## src/rtl/lsq_mem_pkg.sv

```systemverilog
// rtl/lsq_mem_pkg.sv - shared FSM states, size codes, request struct and byte-count lookup
package lsq_mem_pkg;

  typedef enum logic [1:0] {
    IDLE   = 2'd0,
    ACCESS = 2'd1,
    WAIT   = 2'd2,
    RESP   = 2'd3
  } state_t;

  typedef enum logic [1:0] {
    SZ_B   = 2'b00,
    SZ_H   = 2'b01,
    SZ_W   = 2'b10,
    SZ_ILL = 2'b11
  } size_t;

  // Widest ROB tag the request struct can carry; the top slices its TAG_WIDTH out of it.
  localparam int TAG_MAX = 16;

  typedef struct packed {
    logic               wr;
    size_t              size;
    logic               unsgn;
    logic [31:0]        addr;
    logic [31:0]        wdata;
    logic [TAG_MAX-1:0] tag;
  } req_t;

  function automatic logic [2:0] nbytes_of(input size_t size);
    case (size)
      SZ_H:    return 3'd2;
      SZ_W:    return 3'd4;
      default: return 3'd1;
    endcase
  endfunction

endpackage

```

## src/rtl/lsq_mem_ctrl_load_extend.sv

```systemverilog
// rtl/lsq_mem_ctrl_load_extend.sv - masks the assembled load bytes and sign/zero-extends by size
module load_extend
  import lsq_mem_pkg::*;
(
  input  logic [31:0] raw,
  input  size_t       size,
  input  logic        unsgn,
  output logic [31:0] data
);

  // Extend from the top bit of the highest byte actually loaded; words pass through.
  always_comb begin
    data = raw;
    case (size)
      SZ_B:    data = {{24{~unsgn & raw[7]}}, raw[7:0]};
      SZ_H:    data = {{16{~unsgn & raw[15]}}, raw[15:0]};
      default: data = raw;
    endcase
  end

endmodule

```

## src/rtl/lsq_mem_ctrl.sv

```systemverilog
// rtl/lsq_mem_ctrl.sv - byte-serial load/store sequencer; LSQ_MEM_CTRL_MISALIGN_TRAP_EN traps misaligned half/word
module lsq_mem_ctrl
  import lsq_mem_pkg::*;
#(
  parameter int ADDR_WIDTH = 20,
  parameter int TAG_WIDTH  = 6,
  parameter int MEM_RD_LAT = 1
) (
  input  logic                  clk,
  input  logic                  rst,
  input  logic                  req_valid,
  output logic                  req_ready,
  input  logic                  req_wr,
  input  logic [1:0]            req_size,
  input  logic                  req_unsigned,
  input  logic [31:0]           req_addr,
  input  logic [31:0]           req_wdata,
  input  logic [TAG_WIDTH-1:0]  req_tag,
  output logic                  resp_valid,
  input  logic                  resp_ready,
  output logic [31:0]           resp_data,
  output logic [TAG_WIDTH-1:0]  resp_tag,
  output logic                  resp_wr,
  output logic                  resp_err,
  output logic                  mem_cs,
  output logic                  mem_re,
  output logic                  mem_wr,
  output logic [ADDR_WIDTH-1:0] mem_addr,
  output logic [7:0]            mem_wdata,
  input  logic [7:0]            mem_rdata
);

  localparam logic [2:0] LAT_LAST = 3'(MEM_RD_LAT - 1);

  state_t                state, next_state;
  req_t                  req_q;
  logic [2:0]            cnt, nbytes, lat;
  logic                  err_q, fault, last_byte, lat_done;
  logic [31:0]           asm_q, load_data;
  logic [ADDR_WIDTH-1:0] cur_addr;

  assign cur_addr  = req_q.addr[ADDR_WIDTH-1:0] + ADDR_WIDTH'(cnt);
  assign last_byte = (cnt == nbytes - 3'd1);
  assign lat_done  = (lat == LAT_LAST);

  // Classify the incoming request: illegal size always faults, misalignment only when trapping.
  always_comb begin
    fault = (req_size == SZ_ILL);
`ifdef LSQ_MEM_CTRL_MISALIGN_TRAP_EN
    if (req_size == SZ_H && req_addr[0]) fault = 1'b1;
    if (req_size == SZ_W && req_addr[1:0] != 2'b00) fault = 1'b1;
`endif
  end

  load_extend u_load_extend (
    .raw   (asm_q),
    .size  (req_q.size),
    .unsgn (req_q.unsgn),
    .data  (load_data)
  );

  // State register.
  always_ff @(posedge clk or negedge rst) begin
    if (!rst) state <= IDLE;
    else      state <= next_state;
  end

  // Next state and memory/handshake strobes, all decoded from the current state.
  always_comb begin
    next_state = state;
    req_ready  = 1'b0;
    resp_valid = 1'b0;
    mem_cs     = 1'b0;
    mem_re     = 1'b0;
    mem_wr     = 1'b0;
    mem_addr   = '0;
    mem_wdata  = 8'h00;
    case (state)
      IDLE: begin
        req_ready = rst;
        if (req_valid) next_state = fault ? RESP : ACCESS;
      end
      ACCESS: begin
        mem_cs   = 1'b1;
        mem_addr = cur_addr;
        if (req_q.wr) begin
          mem_wr    = 1'b1;
          mem_wdata = req_q.wdata[{cnt[1:0], 3'b000} +: 8];
          if (last_byte) next_state = RESP;
        end else begin
          mem_re     = 1'b1;
          next_state = WAIT;
        end
      end
      WAIT: begin
        mem_cs   = 1'b1;
        mem_addr = cur_addr;
        if (lat_done) next_state = last_byte ? RESP : ACCESS;
      end
      RESP: begin
        resp_valid = 1'b1;
        if (resp_ready) next_state = IDLE;
      end
      default: next_state = IDLE;
    endcase
  end

  // Response fields only show in RESP so that everything reads 0 elsewhere, including reset.
  always_comb begin
    resp_err  = (state == RESP) && err_q;
    resp_wr   = (state == RESP) && req_q.wr;
    resp_tag  = (state == RESP) ? req_q.tag[TAG_WIDTH-1:0] : '0;
    resp_data = (state == RESP && !req_q.wr && !err_q) ? load_data : 32'h0;
  end

  // Request capture, byte counter, read-latency counter and load byte assembly.
  always_ff @(posedge clk or negedge rst) begin
    if (!rst) begin
      req_q  <= '0;
      cnt    <= 3'd0;
      nbytes <= 3'd1;
      lat    <= 3'd0;
      err_q  <= 1'b0;
      asm_q  <= 32'h0;
    end else begin
      case (state)
        IDLE: if (req_valid) begin
          req_q.wr    <= req_wr;
          req_q.size  <= size_t'(req_size);
          req_q.unsgn <= req_unsigned;
          req_q.addr  <= req_addr;
          req_q.wdata <= req_wdata;
          req_q.tag   <= TAG_MAX'(req_tag);
          cnt         <= 3'd0;
          nbytes      <= nbytes_of(size_t'(req_size));
          lat         <= 3'd0;
          err_q       <= fault;
          asm_q       <= 32'h0;
        end
        ACCESS: begin
          lat <= 3'd0;
          if (req_q.wr) cnt <= cnt + 3'd1;
        end
        WAIT: begin
          if (lat_done) begin
            asm_q[{cnt[1:0], 3'b000} +: 8] <= mem_rdata;
            cnt <= cnt + 3'd1;
          end else begin
            lat <= lat + 3'd1;
          end
        end
        default: ;
      endcase
    end
  end

endmodule
```

## config.mk

```make
export PLATFORM = sky130hd
export DESIGN_NAME = lsq_mem_ctrl
export DESIGN_NICKNAME = d
export VERILOG_FILES = /design/src/rtl/lsq_mem_pkg.sv /design/src/rtl/lsq_mem_ctrl_load_extend.sv /design/src/rtl/lsq_mem_ctrl.sv
export SDC_FILE = /design/constraint.sdc
export NUM_CORES = 1
export LEC_CHECK = 0
export ABC_AREA = 1
export ABC_CLOCK_PERIOD_IN_PS = 2400
export CORE_UTILIZATION = 44
export CTS_CLUSTER_DIAMETER = 80
export DETAILED_ROUTE_END_ITERATION = 12
export MAX_ROUTING_LAYER = met4
export PLACE_DENSITY = 0.82
export SLEW_MARGIN = 20
export SYNTH_ARGS = -nofsm -noshare
export SYNTH_HDL_FRONTEND = slang
export SYNTH_SLANG_ARGS = --single-unit
export TNS_END_PERCENT = 1
```

## constraint.sdc

```tcl
create_clock -name clk -period 2.4 [get_ports clk]
set_input_delay 0.36 -clock clk [delete_from_list [all_inputs] [get_ports clk]]
set_output_delay 0.36 -clock clk [all_outputs]
set_load 0.03 [all_outputs]
```

======== Word level (Yosys, flattened, before mapping) ========
Index checks and enable logic that the tools add are counted.
word-level totals
  bits in registers ....................... 106
  bits in latches ......................... 0
  bits in writable memories ............... 0
  ROM bits ................................ 0
  bits of input ports ..................... 86
  output and inout bits ................... 73
  word-level logic and storage cells ...... 86
  memories ................................ 0
operators by class
  add/sub/neg operators ................... 5
  multipliers ............................. 0
  div/mod/pow operators ................... 0
  order comparisons ....................... 0
  equal/unequal tests ..................... 14
  shifts and indexed selects .............. 3
  muxes and demuxes ....................... 32
  bitwise operators ....................... 3
  reduce and logical (&&, ||, !) cells .... 17
operator list
  operator                count
  $pmux 32 s2             2
  $mux 32                 3
  $bwmux 32               1
  $shift 8x7->32 const A  1
  $shiftx 32x6->8         1
  $shiftx 8x7->32         1
  $add 20x3->20           1
  $mux 20                 1
  $pmux 3 s3              2
  $mux 8                  2
  $mux 2                  7
  $mux 3                  4
  $ne 2x2->1 const B      5
  $eq 2x2->1 const B      4
  $pmux 2 s4              1
  $reduce_and 4->1        2
  $mux 1                  7
  $neg 5->7               1
  $add 3x1->3 const B     2
  $eq 2x1->1 const B      3
  $mux 6                  1
  $pmux 3 s2              1
  $reduce_and 3->1        2
  $logic_and 1x1->1       4
  12 further kinds        15

======== Logic depth before layout (Yosys ltp) ========
  depth after elaboration ................. 5
  depth in mapped cells ................... 14
  depth with buffers taken out ............ 13

======== Cells and area by module ========
Synthesis repeated with hierarchy kept, for this count alone.
second synthesis, totals
  cell total of the unflattened synthesis .. 760
  area, all modules ....................... 6336.1 um^2
modules (own cells, without submodules)
  module        instances  cells an instance  area each (um^2)  sequential area each (um^2)
  lsq_mem_ctrl  1          689                5931.9            2653.8
  load_extend   1          71                 404.1             0.0

======== Least setup slack after synthesis ========
Ideal clock, no wire load.
  path kind ............................... register to output
  start ................................... register cnt[1]
  end ..................................... output mem_addr[16]
  arrival ................................. 2.469 ns
  required time ........................... 2.040 ns
  setup slack ............................. -0.429 ns
  stages on the path, launching flop included .. 14
  buffers on the path ..................... 2
  cells stage by stage .................... dfrtp_1 > buf_2 > inv_1 > clkbuf_1 > fa_1 > inv_1 > nand2_1 > nand2_1 > nand2_1 > inv_1 > nand2_1 > nor2_1 > nor2_1 > nor3_1
on the way
  longest elaborated chain between the ends .. 2
RTL lines
  element                 RTL line             RTL
  start, declared         lsq_mem_ctrl.sv:37   logic [2:0] cnt, nbytes, lat;
  start signal, assigned  lsq_mem_ctrl.sv:142  if (req_q.wr) cnt <= cnt + 3'd1;
  start signal, assigned  lsq_mem_ctrl.sv:147  cnt <= cnt + 3'd1;
  $add 20x3->20           lsq_mem_ctrl.sv:42   assign cur_addr = req_q.addr[ADDR_WIDTH-1:0] + ADDR_WIDTH'(cnt);
  $mux 20                 lsq_mem_ctrl.sv:78   case (state)
  end, declared           lsq_mem_ctrl.sv:28   output logic [ADDR_WIDTH-1:0] mem_addr,
Every way passes these cells.

======== Worst setup path after layout ========
  start ................................... register cnt[0]
  end ..................................... output mem_addr[18]
The elaborated chain is that of the path after synthesis.

==> run_results.csv <==
group,metric,value,unit
grt,antenna_found_initial,0,
timing,fin_ws,-0.2171,ns
grt,grt_overflow,0,
timing,finClkSkew,0.005112,ns
logic_synthesis,yosysWarnings,0,
logic_synthesis,syn_area,5762,um2
die,die_x,116.4,um
route,via_per_inst,5.055,
logic_synthesis,synth-main-ff-cell,"dfrtp_1",
route,dr.first_iter.drc_count,285,
clocking,cts_tree,"done",
finish,fill_cells,1065,
route,first_pass_iters,5,
power_and_ir_drop,powerDensity,1321,nW/um2
logic_synthesis,synth-xor-area-share,0.7600,%
die,rows,41,
logic_synthesis,synth_common_cells,"dfrtp_1, nor2_1, nand2_1",
worst_setup_path,cp_top_family,"simple AND/OR/NAND/NOR gates",
worst_setup_path,criticalPathCategory,"reg -> out",
logic_synthesis,synth_top_area_share,45.60,%
clocking,cts_root_buffer,"clkbuf_16",
logic_synthesis,muxShareOfSynthArea,9.772,%
clocking,clk_pin_slew,0.07,ns
logic_synthesis,synth_top_family_by_area,"simple AND/OR/NAND/NOR gates",
logic_synthesis,ys_ff_latch,106,
timing,fmax,382.1,MHz
logic_synthesis,synth_nets,771,
timing,rsz0062_at_grt,"yes",
finish,drive_gt1_share,26.28,%
logic_synthesis,yosys-top-cells-area,"dfrtp_1, mux2_2, nor2_1",
finish,nets,936,
logic_synthesis,seq_area_frac_synth,46.06,%
worst_setup_path,critical-path-top-cell-by-count,"nand2_2",
clocking,cts_max_level,3,
worst_setup_path,path_depth,14,
logic_synthesis,ys_async_sr_fraction,100.0,%
die,start_util,45.47,%
timing,tightest_slew,0.5602,ns
logic_synthesis,yosys.cell_types.count,38,
placement,io_buffers,146,
placement,place.gp.congestion,0.9085,
finish,area_growth,39.17,%
placement,place_inst,983,
clocking,clk_path_buf_depth,2,
clocking,cts_buffers,9,
worst_setup_path,worstPathRequired,2.04,ns
job,maxCapViolCount,0,
die,ios,159,
worst_setup_path,critPathSlowestCell,"dfrtp_1",
route,routedWlPerCell,14.90,um
timing,slew_violations,0,
status,violations,"negative setup slack",
logic_synthesis,synth.most_common_cell,"dfrtp_1",
worst_setup_path,crit_chain,"ha_2 -> inv_2 -> fa_2 -> inv_2 -> nand2_2 -> nand2_4 -> nand2_2 -> nor2_4 -> nand2_2 -> nor2_2 -> nand2_1 -> nand2_2 -> nor2_4 -> buf_6",
timing,max_slew_margin,62.65,%
logic_synthesis,synth.avg_cell_area,8.638,um2
power_and_ir_drop,power_leakage,3.729,nW
timing,tns,-1.378,ns
logic_synthesis,synth_compound_area_share,11.94,%
clocking,clkSinkCount,106,
worst_setup_path,arrival,2.26,ns
clocking,cts_hold_buf,0,
grt,first_global_vias,4814,
route,vias,5100,
timing,hold_viol_final,0,
timing,setup_viol,10,
hold_path,hold_path.class,"in -> async",
grt,grt_pass1_wl,23090,um
finish,multi_input_area,2824,um2
worst_setup_path,crit_buf_inv,3,
route,drt-total-wl,15030,um
die,dieArea,13560,um2
worst_setup_path,slowest_delay,0.36,ns
timing,hold_ws,0.1075,ns
route,antenna_left,0,
finish,diodes,0,
placement,hpwl,10500,um
logic_synthesis,synth_simple_gate_area_share,18.81,%
worst_setup_path,crit_path_end_kind,"output port",
grt,track_usage,23.27,%
grt,grt_max_degree,107,
timing,min_period_over_period,109.0,%
finish,fin_cells,1009,
timing,finalCriticalPeriod,2.617,ns
power_and_ir_drop,max-vdd-ir-drop,0.0007888,V
finish,regArea,2654,um2
logic_synthesis,synth-adder-area-share,4.039,%
route,drc_errors,0,
logic_synthesis,postSynthCellCount,667,
die,die_y,116.4,um
logic_synthesis,yosys.area.top_type,"dfrtp_1",
worst_setup_path,cp_max_fo,3,
logic_synthesis,synth-edff-count,0,
clocking,clock_latency,0.35,ns
worst_setup_path,start_kind,"flop",
worst_setup_path,worstRegToRegCells,7,
die,core,12670,um2
status,status,"finished, violations left",
power breakdown:
part / total, mW / switching, mW / internal [mW] / leakage (nW)
sequential: 2.89 / 0.445 / 2.45 / 1.32
combinational: 6.10 / 3.67 / 2.44 / 2.25
clock: 1.60 / 0.675 / 0.921 / 0.158
total: 10.6 / 4.79 / 5.81 / 3.73
cell type report:
| type | instances | area share, % |
|---|---|---|
| repair buffers | 179 | 20.74 |
| inverters | 90 | 4.291 |
| flip-flops and latches | 106 | 33.09 |
| clock buffers | 10 | 2.855 |
| multi-input cells | 446 | 35.22 |
| well taps | 172 | 2.684 |
| clock inverters | 6 | 1.123 |
repair_timing:
item,4_1_cts,5_1_grt
buffers inserted,5,5
cloned,0,0
pin swaps,7,11
setup endpoints to repair,34,42
resized for setup,34,36
hold endpoints to repair,0,0
flip-flops by register name, indices dropped and copies added (netlist names):
register and cells:
cnt 3, lat 3, nbytes 3, asm_q 32, req_q 62, err_q 1
state 2
layer usage:
layer	up-vias	wire [um]	GRT usage, %
met3	35	732	4.048
li1	2499	-	-
met2	159	7201	36.61
met5	-	0	-
met1	2407	6635	29.40
met4	0	461	10.43
per-stage QoR:
stage | total power, mW | setup slack, ns | area (um2) | util (%)
finish | 10.59 | -0.2171 | 8019 | 63.29
global route | 11.27 | -0.3224 | 8019 | 63.29
CTS | 10.28 | -0.2340 | 7838 | 61.85
detailed placement | 8.512 | -0.3141 | 7410 | 58.48
global placement | 8.397 | -0.2802 | 7410 | 58.48
floorplan | 6.673 | 0.008561 | 5808 | -
cells in the final DEF, fill, tap and decap left out, types with 5 or more instances in the layout:
| cell type | count |
|---|---|
| nand2_2 | 7 |
| ha_1 | 13 |
| dfrtp_1 | 105 |
| nand2_4 | 5 |
| o21ai_0 | 47 |
| a21oi_1 | 52 |
| nand3_1 | 37 |
| nor3_2 | 5 |
| buf_6 | 9 |
| inv_2 | 7 |
| nand2_1 | 80 |
| clkbuf_16 | 9 |
| nor2_1 | 86 |
| nor2_4 | 5 |
| nor2_2 | 5 |
| o21ai_1 | 5 |
| clkdlybuf4s50_1 | 78 |
| buf_12 | 5 |
| buf_4 | 79 |
| o22ai_1 | 10 |
| mux2_2 | 50 |
| inv_1 | 80 |
| a21oi_4 | 5 |
kinds of logic after synthesis:
logic type / count (synthesis)
compound gates: 127
simple gates: 246
mux: 50
xor+xnor: 5
buf+inv: 115
fa+ha+maj: 18
flops: 106
worst paths after layout:
path                                       startpoint                     to  slack (ns)
worst max-delay path               cnt[0]$_DFFE_PN0P_           mem_addr[18]       -0.22
worst min-delay path                              rst  req_q[61]$_DFFE_PN0P_        0.11
worst max register to register     cnt[0]$_DFFE_PN0P_   asm_q[1]$_DFFE_PN0P_        0.27
worst min register to register  req_q[40]$_DFFE_PN0P_  req_q[40]$_DFFE_PN0P_        0.50
max in group asynchronous                         rst  nbytes[0]$_DFFE_PN1P_        1.88
min in group clk                req_q[40]$_DFFE_PN0P_  req_q[40]$_DFFE_PN0P_        0.50
No activity file was read; power rests on OpenSTA's default activity.
==> RTL edit 1: new RTL, same settings <==
The option `LSQ_MEM_CTRL_MISALIGN_TRAP_EN` is turned on by a define.
--- a/src/rtl/lsq_mem_ctrl.sv
+++ b/src/rtl/lsq_mem_ctrl.sv
@@ -1,4 +1,6 @@
 // rtl/lsq_mem_ctrl.sv - byte-serial load/store sequencer; LSQ_MEM_CTRL_MISALIGN_TRAP_EN traps misaligned half/word
+`define LSQ_MEM_CTRL_MISALIGN_TRAP_EN
+
 module lsq_mem_ctrl
   import lsq_mem_pkg::*;
 #(
Function: changed (a bounded check fails within 4 cycles, from zero or initial values and one cycle with rst low).
==> RTL edit 1 against the unedited design <==
The run still ends with negative setup slack left. Area after synthesis is 0.78% higher. Final cell count up 9.8%. Synthesized cell count grew 17%. Cell area is 0.55% lower. Utilization down 0.60 points. Global-route usage increased by 1.5 points. Sequential cell count unchanged. Setup slack got worse by 0.042 ns. Combinational power fell by 18%. Wire length grew 4.7%. Power fell by 12%. Sequential share of layout area up 0.20 points. Die area grew 0.77%. Clock skew increased by 0.0035 ns. Largest power group unchanged.
==> RTL edit 1: results (changes against the unedited design) <==
For the worst path arrival time, the log shows 2.30 ns (was 2.26 ns). Violations in the final reports: negative setup slack (unchanged). The logs give 0.00275 mm2 (was 0.00282 mm2) for the multi-input gate area in the final layout and 35 (was 38) for the number of distinct library cells after synthesis.

The tools report the pre-CTS worst setup slack as -0.191 ns (was -0.314 ns). For the number of global-route vias before repair, the log shows 5,344 (was 4,814). The run gives 810 um (was 732 um) as the sum of met3 wire segment lengths after detailed routing.

The fraction of layout instances using a drive strength above 1 came out at 16.5% (was 26.3%). The maximum vdd drop came out at 681 uV (was 789 uV). Largest cells by area after synthesis: sky130_fd_sc_hd__dfrtp_1 45%, sky130_fd_sc_hd__nand2_1 15%, sky130_fd_sc_hd__inv_1 6.3%, sky130_fd_sc_hd__o21ai_0 5.9%, sky130_fd_sc_hd__nor2_1 5.0% (was sky130_fd_sc_hd__dfrtp_1 46%, sky130_fd_sc_hd__mux2_2 9.8%, sky130_fd_sc_hd__nor2_1 6.1%, sky130_fd_sc_hd__nand2_1 5.8%, sky130_fd_sc_hd__inv_1 5.5%). The routed length per placed instance works out to 14.2 um (was 14.9 um).

The leakage power total is 3.98 nW (was 3.73 nW), and the routability congestion estimate from global placement is 0.898 (was 0.909). Top cells by instance count after synthesis: 239 x sky130_fd_sc_hd__nand2_1, 105 x sky130_fd_sc_hd__dfrtp_1, 98 x sky130_fd_sc_hd__inv_1 (was 105 x sky130_fd_sc_hd__dfrtp_1, 94 x sky130_fd_sc_hd__nor2_1, 89 x sky130_fd_sc_hd__nand2_1). The run gives 0.0137 mm2 (was 0.0136 mm2) as the area of the die. The starting DRC count in detailed routing is 476 (was 285). For the setup-violating endpoint count in the final report, the log shows 10 (unchanged). The run finished, with violations left.

The run gives 1,036 (was 936) as the final-stage net count. The complex-gate fraction of the synthesized area came out at 12.0% (was 11.9%). The logs give 25,300 um (was 23,100 um) for the global-route wire length before repair and 24.8% (was 23.3%) for the total routing usage reported by global routing.

The placed instance area is 0.00755 mm2 (was 0.00741 mm2), and the total nets after synthesis is 885 (was 771). The xor/xnor share of the synthesized area works out to 0.603% (was 0.760%). The cell class contributing the biggest share of worst-path delay was adder cells (was simple AND/OR/NAND/NOR gates).

The actual slew at the worst max-slew pin was 0.583 ns (was 0.560 ns). The mux share of post-synthesis cell area is 0% (was 9.77%). For the slack of the critical path, the log shows -0.259 ns (was -0.217 ns). Adder and majority cell fraction of the synthesized area: 4.22% (was 4.04%). The clock tree skew after final layout came out at 0.00866 ns (was 0.00511 ns).

The sequential area share after synthesis was 45.7% (was 46.1%). The run gives 5,543 (was 5,100) as the number of vias after detailed routing.
## RTL edit 1: cell types whose count changed after synthesis, sizes merged, moves of 14 or more
cell	unedited run	this run
nand2	92	241
mux2	50	0
nor2	96	78
o21ai	54	71
inv	88	104
a21oi	60	46
## RTL edit 1: logic make-up after synthesis
kind of cell,count (synthesis)
AND/OR/NAND/NOR,387
buffers and inverters,134
adder cells (fa/ha/maj),19
AO/OA/AOI/OAI,130
flip-flops,106
XOR/XNOR,4
## RTL edit 1: routing by layer
metal	track usage, %	vias up
met5	-	-
met4	8.78	0
met3	4.38	30
met2	39.7	184
met1	31.7	2556
li1	-	2773
## RTL edit 1: repair_timing
item	4_1_cts	5_1_grt
buffers inserted	1	3
pin swaps	2	5
setup endpoints to repair	26	68
cloned	0	0
resized for setup	37	37
## RTL edit 1: final cells by class
| class | count | share of cell area (%) |
|---|---|---|
| clock inverters | 7 | 0.769 |
| repair buffers | 170 | 21.1 |
| flip-flops and latches | 106 | 33.3 |
| clock buffers | 9 | 2.82 |
| inverters | 104 | 4.93 |
| multi-input cells | 540 | 34.4 |
| well taps | 172 | 2.70 |
## RTL edit 1: final timing paths
check	from	end	slack, ns
max	cnt[0]	mem_addr[16]	-0.26
min	rst	err_q	0.07
max reg2reg	cnt[0]	asm_q[0]	0.30
min reg2reg	req_q[43]	req_q[43]	0.48
max in group asynchronous	rst	req_q[30]	1.88
min in group clk	req_q[43]	req_q[43]	0.48
## RTL edit 1: power breakdown
part | switching, W | internal (W) | leakage [nW]
Clock | 0.000721 | 0.000725 | 0.140
Sequential | 0.000459 | 0.00240 | 1.37
Combinational | 0.00322 | 0.00176 | 2.47
Total | 0.00440 | 0.00489 | 3.98
## RTL edit 1: through the flow
step | cells | setup TNS (ns) | hold WS (ns)
after floorplan | 780 | -0.150 | 0.0644
final | 1108 | -1.80 | 0.0729
after global routing | 1108 | -3.48 | 0.136
after CTS | 1105 | -1.69 | 0.120
after global placement | 1088 | -0.226 | 0.457
after detailed placement | 1088 | -0.352 | 0.462
==> RTL edit 2: new RTL, same flow settings <==
Made on the original files. Re-encode `state_t` (4 states) as Gray code, 2 bits wide.
--- a/src/rtl/lsq_mem_pkg.sv
+++ b/src/rtl/lsq_mem_pkg.sv
@@ -2,10 +2,10 @@
 package lsq_mem_pkg;
 
   typedef enum logic [1:0] {
-    IDLE   = 2'd0,
-    ACCESS = 2'd1,
-    WAIT   = 2'd2,
-    RESP   = 2'd3
+    IDLE   = 2'b00,
+    ACCESS = 2'b01,
+    WAIT   = 2'b11,
+    RESP   = 2'b10
   } state_t;
 
   typedef enum logic [1:0] {
Behaviour: same outputs for any inputs over 4 cycles, from zero or initial values and one cycle with rst low; so few cycles prove little.
==> RTL edit 2 against the unedited design <==
The run ends with design-rule violations, negative setup slack left. Critical endpoint is now mem_addr[16]. First-iteration DRC count grew 21%. Synthesized cell count grew 16%. Setup slack gained 0.086 ns. Sequential power shrank 2%. Critical path type unchanged. Wire length shrank 0.36%. Power shrank 18%. Global-route usage grew 0.82 points. Sequential cell count is the same. Fmax grew 3.4%. Largest power group unchanged. Largest cell class unchanged. Cell area shrank 4.2%. Area after synthesis shrank 1.5%.
==> RTL edit 2: results (changes against the unedited design) <==
The flow ran to the end, but the final reports show violations. Violations in the final reports: design-rule violations, negative setup slack (was negative setup slack). The tools report the placed instance area as 0.00723 mm2 (was 0.00741 mm2). The run gives 32.0% (was 29.4%) as the met1 layer usage reported by global route. The sequential area share after synthesis was 46.8% (was 46.1%); the total power density per cell area was 1130 mW/mm2 (was 1320 mW/mm2). The cell count after synthesis is 772 (was 667).

The tools report the clock power share as 17.4% (was 15.1%). The depth of the worst register-to-register path is 10 (was 7), and the multi-input gate area in the final layout is 0.00268 mm2 (was 0.00282 mm2). Leakage power total: 3.82 nW (was 3.73 nW).

For the met1 wire length, the log shows 6740 um (was 6640 um). The tools report the final-stage net count as 1,020 (was 936). The setup-violating endpoint count in the final report came out at 8 (was 10).

The run gives 5,415 (was 5,100) as the number of vias after detailed routing. The fill cell instance count of the final layout is 1,138 (was 1,065). The maximum vdd drop is 491 uV (was 789 uV), and the actual slew at the worst max-slew pin is 0.705 ns (was 0.560 ns). The tools report the maximum number of pins on one net before global-route repair as 57 (was 107).

The routed length on met2 is 7170 um (was 7200 um), and the sum of met3 wire segment lengths after detailed routing is 857 um (was 732 um). The total negative setup slack is -0.600 ns (was -1.38 ns). For the met3 global-route usage, the log shows 3.03% (was 4.05%).

The starting DRC count in detailed routing is 346 (was 285), and the met2 track utilization from global routing is 38.6% (was 36.6%). The post-cts repair resize count is 29 (was 34). The logs give 24.1% (was 23.3%) for the total routing usage reported by global routing and 24,200 um (was 23,100 um) for the global-route wire length before repair. The fraction of area in registers is 34.5% (was 33.1%). Slack of the critical path: -0.131 ns (was -0.217 ns).

The maximum fanout count along the critical path was 5 (was 3). For the routed wire length, the log shows 15,000 um (about the same). For the clock tree buffer count of the final layout, the log shows 9 (was 10).

The number of sequential cells is 106 (unchanged), and the share of final layout cell area taken by non-clock buffers is 19.4% (was 20.7%). The tools report the routability congestion estimate from global placement as 0.887 (was 0.909). Top cells by instance count after synthesis: 233 x sky130_fd_sc_hd__nand2_1, 105 x sky130_fd_sc_hd__dfrtp_1, 93 x sky130_fd_sc_hd__nor2_1 (was 105 x sky130_fd_sc_hd__dfrtp_1, 94 x sky130_fd_sc_hd__nor2_1, 89 x sky130_fd_sc_hd__nand2_1).

Iteration count of the initial detailed-routing pass: 9 (was 5). The number of global-route vias before repair is 4,976 (was 4,814), and the clock buffer and inverter area fraction after layout is 3.92% (was 3.98%). The logs give 0.00681 ns (was 0.00511 ns) for the clock tree skew after final layout and 1 (was 5) for the number of setup buffers added after CTS. The sum of net half-perimeters after detailed placement is 10,600 um (was 10,500 um), and the part of the power in combinational logic is 50.2% (was 57.6%).

Remaining routing DRC violations: 2 (was 0). The net load switching power came out at 0.00398 W (was 0.00479 W).
RTL edit 2: changes by cell type in the layout (fill, tap and decap cells not counted), sizes merged, moves of 4 or more:
cell	unedited run	this run
clkbuf	10	17
dlygate4sd2	4	0
o21ai	54	80
a21oi	60	52
mux2	50	0
buf	94	74
nand2	92	235
ha	17	13
clkdlybuf4s50	78	83
o22ai	10	0
RTL edit 2: worst paths after layout:
kind / slack [ns] / to / from
min in group clk: 0.47 / req_q[24] / req_q[24]
hold reg to reg: 0.47 / req_q[24] / req_q[24]
hold / removal: 0.11 / req_q[83] / rst
max in group asynchronous: 1.13 / req_q[60] / rst
setup / recovery: -0.13 / mem_addr[16] / cnt[0]
setup reg to reg: 0.20 / asm_q[5] / cnt[0]
RTL edit 2: cell families (layout without fill, tap and decap cells):
family	after synthesis	count (layout)	share of synthesized area [%]
fa+ha+maj	14	14	3.22
compound gates	137	137	12.5
xor+xnor	2	2	0.309
buf+inv	121	274	8.71
flops	106	106	46.8
simple gates	392	392	28.5
